### src/rtl/signed_mult_seq.sv
// Multi-cycle signed multiplier: magnitude, unsigned shift-add, then re-sign the product.
// Optional macro SEQ_MULT_EARLY_TERM_EN leaves MUL as soon as the remaining multiplier bits are zero.
module signed_mult_seq #(
  parameter int WIDTH = 32,
  parameter int CNT_W = 6
) (
  input  logic                 clk,
  input  logic                 rst_n,
  input  logic                 start,
  input  logic [WIDTH-1:0]     a,
  input  logic [WIDTH-1:0]     b,
  output logic                 busy,
  output logic                 done,
  output logic [2*WIDTH-1:0]   product
);

  // state  | meaning
  // S_IDLE | waiting for start; done pulses here for one cycle after S_SIGN
  // S_ABS  | convert latched operands to magnitudes, clear accumulator
  // S_MUL  | one shift-add step per cycle
  // S_SIGN | apply recorded sign to the accumulator, publish product
  typedef enum logic [1:0] {
    S_IDLE = 2'd0,
    S_ABS  = 2'd1,
    S_MUL  = 2'd2,
    S_SIGN = 2'd3
  } state_t;

  localparam logic [WIDTH-1:0]   ONE_W    = 1;
  localparam logic [2*WIDTH-1:0] ONE_2W   = 1;
  localparam logic [CNT_W-1:0]   CNT_ONE  = 1;
  localparam logic [CNT_W-1:0]   CNT_LAST = CNT_W'(WIDTH - 1);

  state_t               state_q, state_d;
  logic [WIDTH-1:0]     mag_a_q, mag_a_d;
  logic [WIDTH-1:0]     mag_b_q, mag_b_d;
  logic [2*WIDTH-1:0]   acc_q, acc_d;
  logic [2*WIDTH-1:0]   product_q, product_d;
  logic [CNT_W-1:0]     cnt_q, cnt_d;
  logic                 neg_q, neg_d;
  logic                 done_q, done_d;
  logic [2*WIDTH-1:0]   addend;

  assign addend = {{WIDTH{1'b0}}, mag_a_q} << cnt_q;

  always_comb begin
    state_d   = state_q;
    mag_a_d   = mag_a_q;
    mag_b_d   = mag_b_q;
    acc_d     = acc_q;
    product_d = product_q;
    cnt_d     = cnt_q;
    neg_d     = neg_q;
    done_d    = 1'b0;
    case (state_q)
      S_IDLE: begin
        if (start) begin
          mag_a_d = a;
          mag_b_d = b;
          neg_d   = a[WIDTH-1] ^ b[WIDTH-1];
          state_d = S_ABS;
        end
      end
      S_ABS: begin
        // The most negative value negates to itself, which reads correctly as unsigned.
        mag_a_d = mag_a_q[WIDTH-1] ? (~mag_a_q + ONE_W) : mag_a_q;
        mag_b_d = mag_b_q[WIDTH-1] ? (~mag_b_q + ONE_W) : mag_b_q;
        acc_d   = '0;
        cnt_d   = '0;
        state_d = S_MUL;
`ifdef SEQ_MULT_EARLY_TERM_EN
        if (mag_b_d == '0) state_d = S_SIGN;
`endif
      end
      S_MUL: begin
        if (mag_b_q[0]) acc_d = acc_q + addend;
        mag_b_d = mag_b_q >> 1;
        cnt_d   = cnt_q + CNT_ONE;
        if (cnt_q == CNT_LAST) state_d = S_SIGN;
`ifdef SEQ_MULT_EARLY_TERM_EN
        if (mag_b_d == '0) state_d = S_SIGN;
`endif
      end
      S_SIGN: begin
        // Negating zero in full width yields zero, so no special case is needed.
        product_d = neg_q ? (~acc_q + ONE_2W) : acc_q;
        done_d    = 1'b1;
        state_d   = S_IDLE;
      end
      default: state_d = S_IDLE;
    endcase
  end

  always_ff @(posedge clk or negedge rst_n) begin
    if (!rst_n) begin
      state_q   <= S_IDLE;
      mag_a_q   <= '0;
      mag_b_q   <= '0;
      acc_q     <= '0;
      product_q <= '0;
      cnt_q     <= '0;
      neg_q     <= 1'b0;
      done_q    <= 1'b0;
    end else begin
      state_q   <= state_d;
      mag_a_q   <= mag_a_d;
      mag_b_q   <= mag_b_d;
      acc_q     <= acc_d;
      product_q <= product_d;
      cnt_q     <= cnt_d;
      neg_q     <= neg_d;
      done_q    <= done_d;
    end
  end

  assign busy    = (state_q != S_IDLE);
  assign done    = done_q;
  assign product = product_q;

endmodule

### config.mk
export PLATFORM = sky130hd
export DESIGN_NAME = signed_mult_seq
export DESIGN_NICKNAME = d
export VERILOG_FILES = /design/src/rtl/signed_mult_seq.sv
export SDC_FILE = /design/constraint.sdc
export NUM_CORES = 1
export LEC_CHECK = 0
export CAP_MARGIN = 40
export CORE_MARGIN = 4
export CORE_UTILIZATION = 45
export CTS_CLUSTER_DIAMETER = 50
export DETAILED_ROUTE_END_ITERATION = 10
export HOLD_SLACK_MARGIN = 0.05
export MAX_ROUTING_LAYER = met4
export PLACE_DENSITY = 0.61
export REMOVE_ABC_BUFFERS = 1
export SLEW_MARGIN = 20
export SYNTH_ARGS = -nofsm -noshare
export SYNTH_HDL_FRONTEND = slang
export SYNTH_SLANG_ARGS = --single-unit
### constraint.sdc
create_clock -name clk -period 5.9 [get_ports clk]
set_input_delay 0.885 -clock clk [delete_from_list [all_inputs] [get_ports clk]]
set_output_delay 0.885 -clock clk [all_outputs]
set_load 0.05 [all_outputs]
* After elaboration in Yosys (flattened, before gate mapping)
Cells that the tools add are included.
** Storage, ports and cells
- Register bits after elaboration :: 202
- Bits of input ports :: 67
- Word-level logic and storage cells :: 55
** Operators by class
- Add/sub/neg operators :: 5
- Equal/unequal tests :: 9
- Shifts and indexed selects :: 1
- Mux-type cells :: 14
- Bitwise operators :: 4
- Reduce and logical (&&, ||, !) cells :: 12
** Operator list (count)
- 2-to-1 mux 32 bit :: 4
- 2-to-1 mux 64 bit :: 2
- one-hot mux 64 bit (2 select lines) :: 1
- one-hot mux 32 bit (3 select lines) :: 1
- adder 32 x 1 -> 32 bit, second input constant :: 2
- adder 64 x 1 -> 64 bit, second input constant :: 1
- adder 64 bit :: 1
- inverter 32 bit :: 2
- inverter 64 bit :: 1
- one-hot mux 32 bit (2 select lines) :: 1
- << shifter 32 x 6 -> 64 bit :: 1
- one-hot mux 6 bit (2 select lines) :: 1
- != test 2 bit, second input constant :: 5
- AND reduction 2 bit :: 5
- one-hot mux 2 bit (4 select lines) :: 1
- adder 6 x 1 -> 6 bit, second input constant :: 1
- equality test 6 x 5 -> 1 bit, second input constant :: 1
- AND reduction 3 bit :: 2
- nonzero test 2 bit :: 3
- equality test 2 bit, second input constant :: 2
- 2-to-1 mux 2 bit :: 2
- nonzero test 3 bit :: 1
- equality test 2 x 1 -> 1 bit, second input constant :: 1
- zero test 2 bit :: 1
- other kinds (2) :: 2

* Longest topological paths before layout
- Word-level depth :: 4
- Depth in mapped cells :: 24

* Worst setup path after synthesis
Ideal clock, no wire load.
- Path kind :: reg2reg
- Start point :: reg cnt_q[0]
- End point :: reg acc_q[62]
- Arrival time :: 5213 ps
- Data required time :: 5763 ps
- Path slack :: 550 ps
- Cell stages (with the launch flop) :: 21
- Path buffers :: 4
- Period minus slack after synthesis :: 5350 ps
- Path through :: dfrtp_1 -> clkbuf_1 -> buf_1 -> buf_1 -> mux4_2 -> mux2i_1 -> nor2_1 -> a21oi_1 -> nor2_1 -> ha_1 -> clkbuf_1 -> and3_1 -> nand3_1 -> nor3_1 -> a221o_1 -> a21oi_1 -> o31a_1 -> o41ai_1 -> a31oi_1 -> mux2i_1 -> o211ai_1
** On the way
- Cells in the longest elaborated chain, start to end :: 4
** Ends and longest elaborated chain
- start: declaration :: RTL line 39 : logic [CNT_W-1:0] cnt_q, cnt_d;
- start signal: assignment :: RTL line 110 : cnt_q <= cnt_d;
- << shifter 32 x 6 -> 64 bit :: RTL line 44 : assign addend = {{WIDTH{1'b0}}, mag_a_q} << cnt_q;
- adder 64 bit :: RTL line 76 : if (mag_b_q[0]) acc_d = acc_q + addend;
- 2-to-1 mux 64 bit :: RTL line 76
- one-hot mux 64 bit (2 select lines) :: RTL line 55 : case (state_q)
- end signal: assignment :: RTL line 99 : acc_q <= '0;
- end signal: assignment :: RTL line 108 : acc_q <= acc_d;
- end: declaration :: RTL line 37 : logic [2*WIDTH-1:0] acc_q, acc_d;
No other way between the ends. The select of a mux whose other input is x is not followed.
A chain may end at the register's enable or synchronous reset.

* Worst setup path in the final report
- Start point :: reg cnt_q[0]
- End point :: reg acc_q[56]
The elaborated chain is that of the path after synthesis.

==> summary.md <==
## Die
- **initial core utilization** 46.01%
- **core outline area** 0.03583 mm²
- **cell row count** 69
- **Chip Height** 199.4 µm
- **number of ports placed on the die boundary** 133
- **Chip Width** 199.4 µm
- **Die Area** 0.03976 mm²

## Route
- **DRC viols** 0
- **detailed-route vias per instance** 6.020
- **remaining antenna violation count** 0
- **WL final** 51640 µm
- **via count of the routed design** 15.69k
- **number of detailed-routing iterations run before antenna repair** 7
- **drt first-iter violations** 1273
- **average wire per cell in the routed design** 19.81 µm

## Finish
- **final instance count without filler cells** 2607
- **Fillers** 3422
- **most frequent cells in the layout** sky130_fd_sc_hd__o21ai_0 (231), sky130_fd_sc_hd__nand2_1 (225), sky130_fd_sc_hd__dfrtp_1 (199)
- **nets** 2261
- **Inserted Diodes** 0
- **growth of design area from synthesis to finish** 17.68%
- **most common cell after layout, fill and taps aside** sky130_fd_sc_hd__o21ai_0
- **proportion of layout cells with a drive suffix above 1** 8.667%
- **final cell area excluding filler cells** 0.01940 mm²

## Power and ir drop
- **power density cells** 645.6 mW/mm²
- **internal power** 6145 µW
- **net switching power figure** 6379 µW
- **sequential power share** 21.2%
- **worst voltage drop across the vdd grid** 0.3718 mV
- **net switching share of the total power** 50.93%
- **share of total power in combinational logic** 62.4%
- **total design power** 12520 µW
- **P_leak** 0.008258 µW
- **clock share of power** 16.4%

## Synth
- **Yosys Warn Count** 0
- **area share of the largest cell type after synthesis** 30.67%
- **share of synthesized area occupied by flip-flops and latches** 30.67%
- **number of unique standard cell types used by synthesis** 84
- **post-synthesis cell count** 2054
- **cell area after synthesis** 0.01648 mm²
- **Post-synth EDFFs** 0
- **Synth Flop Type** sky130_fd_sc_hd__dfrtp_1
- **synthesized area per cell** 8.025 µm²
- **cell type with the largest total area after synthesis** sky130_fd_sc_hd__dfrtp_1
- **Async SR Flop Fraction** 100.0%
- **number of synthesized register bits** 202
- **top cells by area, synth** sky130_fd_sc_hd__dfrtp_1 (31%), sky130_fd_sc_hd__o21ai_0 (7.0%), sky130_fd_sc_hd__a21oi_1 (5.8%), sky130_fd_sc_hd__ha_1 (5.5%), sky130_fd_sc_hd__nand2_1 (5.1%)

## Timing
- **period utilization** 93.13%
- **highest achievable clock rate** 182.0 MHz
- **Final Max Tran Viols** 0
- **Setup-failing EPs final** 0
- **RSZ-0062 raised after global routing** false
- **final hold violation count** 0
- **worst hold margin** 368.1 ps
- **actual transition at the worst max-transition pin** 803.2 ps
- **maximum clock skew at final layout** 28.60 ps
- **TNS Setup** 0 ps
- **Tmin final** 5495 ps
- **worst-case headroom to the max-slew limit** 46.45%

## Clocking
- **buffers from clock root to sink, at most** 3
- **# H-tree levels** 2
- **count of hold-fix buffers inserted at cts** 0
- **Num Clock Sinks** 202
- **Clock Tree Root** sky130_fd_sc_hd__clkbuf_16
- **clock buffer count from CTS** 34
- **post-CTS clock slew at the launch and capture registers of the worst setup and hold paths** 60 ps
- **later-pin clock latency in the skew report** 540 ps
- **number of gates given a new drive strength after cts** 0
- **clock tree from TritonCTS** built
- **number of post-CTS setup repair buffers** 0

## Hold path
- **Hold/Removal Path Class** input pin to async pin

## Placement
- **detailed placement HPWL** 38830 µm
- **total placed instance area** 0.01819 mm²
- **Port Buffers** 132
- **Cells after DPL** 2543
- **routability congestion estimate** 0.9943

## Global routing
- **vias in the first global route** 14.78k
- **initial antenna violation count** 0
- **combined global-route utilization of all metal layers** 26.50%
- **total congestion overflow after global routing** 0
- **maximum number of pins on one net before global-route repair** 122
- **wire length of the first global-routing pass** 82860 µm

## Worst setup path
- **R2R Path Start** cnt_q[0]
- **data required time at the worst endpoint** 6290 ps
- **Crit Path Max Fanout** 23
- **arrival time worst endpoint** 5890 ps
- **setup slack of the worst register-to-register path** 410 ps
- **RR Endpoint** acc_q[56]
- **Worst Setup End Kind** flip-flop
- **number of cells traversed by the worst register-to-register path** 20
- **startpoint class of the critical path** flip-flop
- **startpoint of the most critical setup path** cnt_q[0]
- **CP Class** flip-flop to flip-flop

## Status
- **outcome** finished clean

## Job
- **max-cap check violation count** 0

==> area by class of cell <==
type	instances	area, µm²	area share (%)
inverter	41	153.9	0.7934
tap	461	576.8	2.974
sequential	202	5061	26.09
clock inverter	21	239.0	1.232
clock buffer	40	924.6	4.767
timing repair buffer	171	1660	8.560
multi-input combinational	1671	10780	55.58
==> state kept, by name, summed over array words and instances, names as in the netlist <==
register  flops
acc_q        64
product      64
mag_a_q      32
mag_b_q      32
cnt_q         6
state_q       2
done          1
neg_q         1
==> cell usage after synthesis (all sizes together) (17+ instances only) <==
cell type	count
xor2	88
buf	21
mux2i	65
nor3	48
nor2b	17
ha	72
nand2	225
o21bai	17
a21oi	193
and3	28
or2	18
and2	24
nand4	24
mux2	19
or4	21
nor2	194
o31ai	29
mux4	18
or3	22
dfrtp	202
inv	39
a21o	28
a221oi	22
nand3	34
xnor2	34
o22ai	41
o21ai	234
clkbuf	119
==> metal layers <==
layer | share of wire, % | global-route usage [%] | wire, µm | vias to the layer above
met5 | 0 | - | 0 | -
met4 | 2.5 | 7.673 | 1275 | 0
met3 | 4.8 | 3.490 | 2503 | 76
met2 | 46 | 41.11 | 23790 | 407
met1 | 47 | 36.64 | 24070 | 7513
li1 | - | - | - | 7698
==> how the worst max path moves through the flow <==
| stage | slack [ps] | endpoint | cells after the start |
|---|---|---|---|
| after floorplan | 630 | acc_q[62] | 16 |
| after global placement | 270 | acc_q[56] | 20 |
| after detailed placement | 260 | acc_q[56] | 20 |
| after CTS | 260 | acc_q[56] | 20 |
| after global routing | 70 | acc_q[56] | 20 |
| final | 410 | acc_q[56] | 20 |
==> worst max-delay path, stage by stage, from the launching register on <==
cell and delay [ps]:
sky130_fd_sc_hd__dfrtp_4 630, sky130_fd_sc_hd__buf_6 280, sky130_fd_sc_hd__mux2_2 380, sky130_fd_sc_hd__mux2_2 290
sky130_fd_sc_hd__a21oi_1 320, sky130_fd_sc_hd__nand2_1 80, sky130_fd_sc_hd__o21ai_0 220, sky130_fd_sc_hd__nor2_1 100
sky130_fd_sc_hd__a31oi_1 160, sky130_fd_sc_hd__o22ai_1 210, sky130_fd_sc_hd__ha_1 460, sky130_fd_sc_hd__a21oi_1 170
sky130_fd_sc_hd__nand2_1 80, sky130_fd_sc_hd__a221oi_1 270, sky130_fd_sc_hd__o21ai_0 170, sky130_fd_sc_hd__a21o_1 190
sky130_fd_sc_hd__a31oi_1 370, sky130_fd_sc_hd__a31oi_1 260, sky130_fd_sc_hd__a311oi_1 380, sky130_fd_sc_hd__mux2i_1 210
sky130_fd_sc_hd__o311ai_0 130
==> per-stage QoR <==
step | setup WS, ps | utilization [%]
floorplan | 634.1 | -
global placement | 265.4 | 50.72
detailed placement | 260.1 | 50.76
CTS | 264.1 | 54.01
global route | 71.38 | 54.14
finish | 405.4 | 54.14
==> power groups by stage <==
stage	clock network [µW]	registers, µW	logic [µW]
3_5_place_dp	0	2690	7740
3_3_place_gp	0	2670	7680
2_1_floorplan	0	3250	4820
5_1_grt	2160	2760	8620
6_report	2050	2660	7810
4_1_cts	2100	2670	7780
==> kinds of logic after synthesis <==
family | Yosys count | share of synthesized area (%)
AOI/OAI and AO/OA | 675 | 24.94
DFF | 202 | 30.67
and+or+nand+nor | 699 | 20.47
adders and majority gates | 73 | 5.587
buffers and inverters | 181 | 4.144
muxes | 102 | 7.705
xor gates and xnor gates | 122 | 6.482
No activity file was read; power rests on OpenSTA's default activity.
